$ cat config.mk
export PLATFORM = sky130hd
export DESIGN_NAME = ppu_write_queue
export DESIGN_NICKNAME = d
export VERILOG_FILES = /design/src/rtl/ppu_write_queue.sv
export SDC_FILE = /design/constraint.sdc
export NUM_CORES = 1
export LEC_CHECK = 0
export BUFFER_PORTS_ARGS = -buffer_cell sky130_fd_sc_hd__buf_2
export CORE_MARGIN = 2
export CORE_UTILIZATION = 50
export CTS_BUF_LIST = sky130_fd_sc_hd__clkbuf_2 sky130_fd_sc_hd__clkbuf_4 sky130_fd_sc_hd__clkbuf_8
export DETAILED_ROUTE_END_ITERATION = 10
export PLACE_DENSITY_LB_ADDON = 0.15
export SLEW_MARGIN = 20
export SYNTH_ARGS = -nofsm -noshare
export SYNTH_HDL_FRONTEND = slang
export SYNTH_SLANG_ARGS = --single-unit
export TNS_END_PERCENT = 30
$ cat constraint.sdc
create_clock -name clk -period 10.6 [get_ports clk]
set_clock_uncertainty 0.05 [all_clocks]
set_input_delay 0.53 -clock clk [delete_from_list [all_inputs] [get_ports clk]]
set_output_delay 0.53 -clock clk [all_outputs]
set_load 0.01 [all_outputs]
$ cat src/rtl/ppu_write_queue.sv
// ppu_write_queue
//   Buffers CPU writes to the PPU tables (attribute, sprite, color) and
//   replays them into the tables only while the display is blanked, so the
//   renderer never sees a table change in the middle of a visible line.
//
//   Avalon side: a write with address[11:10] in 0..2 is queued as
//   {address, writedata}. Region 3 is a control register that is never
//   queued: bit 0 clears the sticky overflow flag, bit 1 flushes the queue.
//   waitrequest is raised while the queue is full (never for region 3).
//
//   Table side: in the DRAIN state one entry is popped per clock, oldest
//   first. It appears registered on w_address/w_data one cycle later with a
//   one-hot mem_write strobe selected by the entry's region.
//
//   Optional build macro PPU_WQ_HBLANK_DRAIN_EN: also drains during the
//   horizontal blank of visible lines (hcount 1280..1535, vcount < 480).
//   Without it, draining happens only in vertical blank (vcount >= 480).
//
// Ports
//   clk          system clock
//   reset_n      synchronous active-low reset
//   chipselect   Avalon slave select
//   write        Avalon write strobe
//   address      Avalon address, [11:10] selects region
//   writedata    Avalon write data
//   waitrequest  high while queue full
//   hcount       horizontal counter from vga_counters
//   vcount       vertical counter from vga_counters
//   mem_write    one-hot table write strobe (bit = region)
//   w_address    table write address
//   w_data       table write data
//   level        number of queued entries, 0..DEPTH
//   overflow     sticky: a write was dropped while full
module ppu_write_queue #(
    parameter int DEPTH = 16
) (
    input  logic        clk,
    input  logic        reset_n,
    input  logic        chipselect,
    input  logic        write,
    input  logic [11:0] address,
    input  logic [31:0] writedata,
    output logic        waitrequest,
    input  logic [10:0] hcount,
    input  logic [9:0]  vcount,
    output logic [2:0]  mem_write,
    output logic [11:0] w_address,
    output logic [31:0] w_data,
    output logic [6:0]  level,
    output logic        overflow
);
    localparam int         PTR_W      = $clog2(DEPTH);
    localparam logic [6:0] LEVEL_FULL = 7'(DEPTH);
    localparam logic [0:0] FILL       = 1'b0;
    localparam logic [0:0] DRAIN      = 1'b1;

`ifdef PPU_WQ_HBLANK_DRAIN_EN
    localparam logic HBLANK_EN = 1'b1;
`else
    localparam logic HBLANK_EN = 1'b0;
`endif

    function automatic logic [2:0] region_strobe(input logic [1:0] region);
        case (region)
            2'd0:    region_strobe = 3'b001;
            2'd1:    region_strobe = 3'b010;
            2'd2:    region_strobe = 3'b100;
            default: region_strobe = 3'b000;
        endcase
    endfunction

    logic [0:0]       state;
    logic [0:0]       state_next;
    logic [PTR_W-1:0] wr_ptr;
    logic [PTR_W-1:0] rd_ptr;
    logic [6:0]       level_q;
    logic [6:0]       level_next;
    logic             overflow_q;
    logic [43:0]      mem [DEPTH];
    logic [43:0]      rd_entry;

    logic             bus_wr;
    logic             ctrl_wr;
    logic             push_req;
    logic             push_ok;
    logic             flush;
    logic             full;
    logic             vblank;
    logic             hblank;
    logic             window;
    logic             pop_p0;

    logic [2:0]       mem_write_p1;
    logic [11:0]      w_address_p1;
    logic [31:0]      w_data_p1;

    assign bus_wr   = chipselect & write;
    assign ctrl_wr  = bus_wr & (address[11:10] == 2'd3);
    assign push_req = bus_wr & (address[11:10] != 2'd3);
    assign full     = (level_q == LEVEL_FULL);
    assign push_ok  = push_req & ~full;
    assign flush    = ctrl_wr & writedata[1];

    // Control-region writes are registers, so they never stall the bus.
    assign waitrequest = full & ~(chipselect & (address[11:10] == 2'd3));

    assign vblank = (vcount >= 10'd480);
    assign hblank = (vcount < 10'd480) & (hcount >= 11'd1280) & (hcount <= 11'd1535);
    assign window = vblank | (hblank & HBLANK_EN);

    // Stage p0: pop decision and queue head; the pop only happens while the
    // window is open right now, so draining stops in the first closed cycle.
    assign pop_p0   = (state == DRAIN) & window & (level_q != 7'd0);
    assign rd_entry = mem[rd_ptr];

    always_comb begin
        level_next = level_q;
        case ({push_ok, pop_p0})
            2'b10:   level_next = level_q + 7'd1;
            2'b01:   level_next = level_q - 7'd1;
            default: level_next = level_q;
        endcase
    end

    always_comb begin
        state_next = state;
        case (state)
            FILL:    if (window && level_q != 7'd0) state_next = DRAIN;
            default: if (!window || level_next == 7'd0) state_next = FILL;
        endcase
    end

    always_ff @(posedge clk) begin
        if (reset_n && push_ok && !flush) begin
            mem[wr_ptr] <= {address, writedata};
        end
    end

    always_ff @(posedge clk) begin
        if (!reset_n) begin
            state        <= FILL;
            wr_ptr       <= '0;
            rd_ptr       <= '0;
            level_q      <= 7'd0;
            overflow_q   <= 1'b0;
            mem_write_p1 <= 3'b000;
            w_address_p1 <= 12'd0;
            w_data_p1    <= 32'd0;
        end else begin
            if (ctrl_wr && writedata[0]) begin
                overflow_q <= 1'b0;
            end else if (push_req && full) begin
                overflow_q <= 1'b1;
            end

            if (flush) begin
                // Flush wins over any pop in the same cycle: nothing is written out.
                state        <= FILL;
                wr_ptr       <= '0;
                rd_ptr       <= '0;
                level_q      <= 7'd0;
                mem_write_p1 <= 3'b000;
            end else begin
                state   <= state_next;
                level_q <= level_next;
                if (push_ok) wr_ptr <= wr_ptr + PTR_W'(1);
                if (pop_p0)  rd_ptr <= rd_ptr + PTR_W'(1);

                // Stage p1: registered table write; address/data hold when idle.
                mem_write_p1 <= pop_p0 ? region_strobe(rd_entry[43:42]) : 3'b000;
                if (pop_p0) begin
                    w_address_p1 <= rd_entry[43:32];
                    w_data_p1    <= rd_entry[31:0];
                end
            end
        end
    end

    assign mem_write = mem_write_p1;
    assign w_address = w_address_p1;
    assign w_data    = w_data_p1;
    assign level     = level_q;
    assign overflow  = overflow_q;

endmodule

Yosys cells after proc, flatten, opt, wreduce, memory -nomap -nowiden
Memories as Yosys holds them, arrays and structs flattened. A register that Yosys moved wholly into a read port is not among the register bits.
Cells that the tools add are included.
{"block": "word_totals", "n_memories": 1, "ram_bits": 704, "output_inout_bits": 56, "word_cells": 59, "in_bits": 69, "ff_bits": 64}
{"memory": "mem", "words": 16, "word_bits": 44, "rd": 1, "rd_ports_with_merged_regs": 1, "wr": 1, "line_no": "79", "text": "logic [43:0] mem [DEPTH];"}
{"block": "op_classes", "n_reduce_logical": 15, "order_cmp": 1, "addsub": 4, "bitwise_logic": 14, "n_eq_ne": 7, "n_mux": 9}
{"op": "$pmux 7 s2", "n": 1}
{"op": "$ge 10x9->1 const B", "n": 1}
{"op": "$and 1x1->1", "n": 9}
{"op": "$pmux 3 s3", "n": 1}
{"op": "$add 4x1->4 const B", "n": 2}
{"op": "$mux 4", "n": 2}
{"op": "$add 7x1->7 const B", "n": 1}
{"op": "$eq 7x5->1 const B", "n": 1}
{"op": "$logic_not 7->1", "n": 1}
{"op": "$reduce_bool 7->1", "n": 1}
{"op": "$sub 7x1->7 const B", "n": 1}
{"op": "$eq 2x2->1 const B", "n": 3}
{"op": "$logic_and 1x1->1", "n": 5}
{"op": "$mux 1", "n": 5}
{"op": "$not 1->1", "n": 5}
{"op": "$eq 2x1->1 const B", "n": 2}
{"op": "$reduce_or 2->1", "n": 2}
{"op": "$reduce_or 3->1", "n": 1}
{"op": "$logic_not 1->1", "n": 2}
{"op": "$logic_not 2->1", "n": 1}
{"op": "$ne 2x2->1 const B", "n": 1}
{"op": "$reduce_and 2->1", "n": 1}
{"op": "$logic_or 1x1->1", "n": 1}

Longest topological paths before layout
{"block": "logic_depth", "ltp_word": 9, "depth_mapped": 15, "depth_no_buf": 13}

Worst setup path after synthesis
OpenSTA, ideal clock, no wires.
{"block": "synth_timing", "kind": "register -> register", "from": "reg level_q[2] (netlist: level[2])", "to": "mem mem[2][0] (enable)", "slack_ns": 5.518, "stages_incl_launch_ff": 9, "n_path_buf": 1, "t_arrival_ns": 4.532, "required_time_ns": 10.050, "synth_period_minus_slack_ns": 5.082, "path_cell_list": "dfxtp_1 -> buf_2 -> nor3_2 -> nand3_1 -> nor2b_1 -> inv_2 -> nor2_1 -> nand2_1 -> nor3_1"}
{"block": "synth_via", "elab_chain_cells": 7}
{"element": "start, declared", "line_no": "76", "text": "logic [6:0] level_q;"}
{"element": "start signal, assigned", "line_no": "165", "text": "level_q <= level_next;"}
{"element": "$eq 7x5->1", "line_no": "100", "text": "assign full = (level_q == LEVEL_FULL);"}
{"element": "$not 1->1", "line_no": "101", "text": "assign push_ok = push_req & ~full;"}
{"element": "$and 1x1->1", "line_no": "101"}
{"element": "$logic_and 1x1->1 (2 in a row)", "line_no": "134", "text": "if (reset_n && push_ok && !flush) begin"}
{"element": "$mux 1", "line_no": "134"}
{"element": "$mux 1 (implied by the code)", "line_no": "135", "text": "mem[wr_ptr] <= {address, writedata};"}
{"element": "end, declared", "line_no": "79"}
Every way passes these cells.

Worst setup path after layout
{"block": "layout_timing", "from": "reg level_q[2] (netlist: level[2])", "to": "mem mem[3][37] (enable)"}
The elaborated chain is that of the path after synthesis.

==> summary.txt <==
Outcome
  – Status: complete, no violations

Synthesis
  – Syn Nets: 1430
  – Synth Register Bits: ~770
  – Ys flop type: edfxtp_1
  – Async set-reset flop share out of synthesis: 0
  – EDFF count, synth: approximately 700
  – Cell variety after synth: 49
  – Synthesized area: 0.02942 mm²
  – Largest cells by area after synthesis: edfxtp_1 72%, mux4_2 17%, dfxtp_1 4.6%
  – Cells after synthesis: 1353
  – Top-area cell type share of the netlist area: 0.7185
  – Post-Syn Area per Cell: 21.75 µm²
  – Ys Warns: 0
  – Seq/Total Area, Yosys: 0.7647
  – Yosys top cell by area: edfxtp_1

Clock network
  – CTS H-tree lvls: 3
  – TritonCTS Buffers: ~120
  – Post-CTS sizing: 0
  – Post-CTS Setup Inserts: 0
  – Clk sinks: 772
  – Hold buffers post-CTS: 0
  – CTS tree: built
  – Reg clk slew, reported paths: around 60 ps
  – Clock Latency Late Sink: between 700 and 800 ps
  – CTS Buffer Depth: 3
  – Root Buffer: clkbuf_8

Flow run
  – Max-cap viol count: 0

Power
  – P_sw: roughly 1.2 mW
  – Switch share: 0.2000
  – Flop pwr share: 0.546
  – Pleak: 10.56 nW
  – Clock group share of total power: 0.436
  – Comb pwr share: 0.018
  – PwrDens: ~180 mW/mm²
  – Pint: 4.882 mW
  – Overall power: 6.102 mW
  – Max VDD drop: 0.09685 mV

Place
  – DP Worst Slack: approximately 6000 ps
  – Cell Area, Placed: roughly 0.031 mm²
  – Hpwl dp: just over 30000 µm
  – Placed cells: 2179
  – # port buffers: 108
  – RD Place Congestion: 0.7417

Finish
  – Layout Area Growth over Synthesis: 14.05%
  – Final nets: around 1600
  – Share of layout cells above drive strength 1: 0.3690
  – Post-route cell area: roughly 0.034 mm²
  – Final core occ: 0.5794
  – Post-Layout Cell Count: around 2400

STA
  – Max_slew headroom: 0.2766
  – Tcrit/Tclk final: 0.3913
  – Slew Limit Fails: 0
  – Final setup viols: 0
  – Worst setup margin: roughly 6500 ps
  – Final min period: ~4100 ps
  – Final hold vios: 0
  – Worst slew pin tran: roughly 1100 ps
  – RSZ-0062 raised after global routing: no
  – Maximum clock frequency: ~240 MHz
  – Worst hold margin: approximately 120 ps
  – Setup TNS: 0 ps

Floorplanning
  – Die width: 246.6 µm
  – Core area: ~0.058 mm²
  – Die area: 0.06081 mm²
  – Boundary Pins: 125
  – Rows: a little under 90
  – Vert. Die Dim: between 200 and 250 µm
  – Initial Util: 0.5081

Global route
  – Largest net degree at the start of global routing: between 90 and 100
  – Gr ovfl total: 0
  – GRT Resource Usage Total: 0.2087
  – First-pass GRT wire length: 91100 µm
  – Vias in the first global route: roughly 14000
  – Antenna violations before repair: 5

Critical path
  – CP Capture Type: flop
  – CP max stage delay: between 800 and 900 ps
  – Crit path max fanout: 35
  – Worst Setup SP: level[2]
  – Startpoint types: flop
  – Reg-to-Reg End: mem[3][37]
  – Worst Path Buf+Inv: 2
  – Critical path's slowest cell: nor3_2
  – Cells along the critical path: nor3_2 -> nand3_1 -> nor2b_1 -> inv_2 -> nor2_1 -> nand2_1 -> nor3_2 -> buf_4
  – Arr. time, crit path: 4430 ps
  – Reg2reg path depth: 8
  – Cell depth of the worst setup path: 8
  – FF-to-FF setup slack: 6450 ps
  – RR Startpoint: level[2]
  – Cell repeated most along the worst path: nor3_2
  – Top delay family on crit path: simple AND/OR/NAND/NOR gates
  – Critical path required time: roughly 11000 ps
  – Crit path kind: reg2reg

Min path
  – Worst Hold Class: in2reg
  – WHS Endpoint: mem[11][23]
  – WHS Path Cells: 1
  – Hold path startpoint: writedata[23]

Drt
  – Antenna viol nets, final: 0
  – DR iter-0 viols: around 1200
  – Via/cell ratio: ~5.7
  – DRC: 0
  – WL per Instance: ~26 µm
  – Via count: 13810
  – DRT Wirelength: ~60000 µm
  – Drt first pass iters: 4
## cells by family (layout without fill, tap and decap cells)
group | count (synthesis) | in the layout | synth area share
AO/OA/AOI/OAI | 72 | 72 | 0.01884
XOR/XNOR | 14 | 14 | 0.004167
adder cells (fa/ha/maj) | 8 | 8 | 0.003402
buffers and inverters | 79 | 371 | 0.01293
flip-flops | 772 | 772 | 0.7647
multiplexers | 224 | 224 | 0.1690
other | 0 | 1 | 0
AND/OR/NAND/NOR | 184 | 184 | 0.02696
## worst register-to-register path, delay by kind of cell (launching register included)
| family | cells | cell delay, ps |
|---|---|---|
| AND/OR/NAND/NOR | 6 | 2220 |
| buffers and inverters | 2 | 880 |
| flip-flops | 1 | 570 |
## Yosys cell counts, drive strengths merged, types with 3 or more instances
cell    count
buf        35
nand3       4
o21ai       3
xor2        8
or3         3
inv         5
mux4      218
a21boi     45
a21oi       7
dfxtp      68
mux2i       4
nand2b      3
a311oi      3
nor3       10
ha          8
edfxtp    704
nand4       4
clkbuf     39
xnor2       6
nand2     109
nor2       38
## layout by cell type (no fill, tap or decap), drive strengths merged, types with 3 or more instances in the layout
cell type / count
nor3: 10
nand4: 4
nand2b: 3
nor2: 38
bufinv: 5
a21oi: 7
a21boi: 45
clkbuf: 199
edfxtp: 704
inv: 9
mux4: 218
buf: 135
nand2: 109
clkinv: 21
o21ai: 3
xor2: 8
ha: 8
mux2i: 4
or3: 3
xnor2: 6
nand3: 4
a311oi: 3
dfxtp: 68
## power groups by stage
| stage | clock, mW | sequential [mW] | combinational (mW) |
|---|---|---|---|
| 2_1_floorplan | 0 | 3.40 | 0.0499 |
| 3_3_place_gp | 0 | 3.40 | 0.106 |
| 3_5_place_dp | 0 | 3.40 | 0.111 |
| 4_1_cts | 2.71 | 3.33 | 0.110 |
| 5_1_grt | 2.84 | 3.33 | 0.120 |
| 6_report | 2.66 | 3.33 | 0.109 |
## routing by layer
metal	vias up	share of wire	global-route usage
met2	387	0.51	0.3516
met4	8	0.015	0.05953
li1	5982	-	-
met3	87	0.054	0.04052
met1	7347	0.42	0.2793
met5	-	0.00070	0
## worst max path at each step
stage,slack [ps],endpoint
floorplan,5520,mem[2][0]
global placement,6030,mem[3][38]
detailed placement,5980,mem[3][37]
CTS,6410,mem[3][37]
global route,6150,mem[3][37]
finish,6450,mem[3][37]
## final cells by class
cell class / count / area [µm²]
tap: 765 / 957.2
clock inverter: 32 / 321.6
timing repair buffer: 135 / 755.7
inverter: 5 / 18.77
antenna: 1 / 2.502
sequential: 772 / 22510
multi-input combinational: 502 / 6656
fill: 4317 / 24360
clock buffer: 199 / 2332
## state kept, by name, indices dropped and copies added (netlist names), named ones only
name       count
wr_ptr         4
state          1
level          7
overflow       1
w_data        32
rd_ptr         4
mem          704
w_address     12
mem_write      3
(Power assumes the default switching activity.)
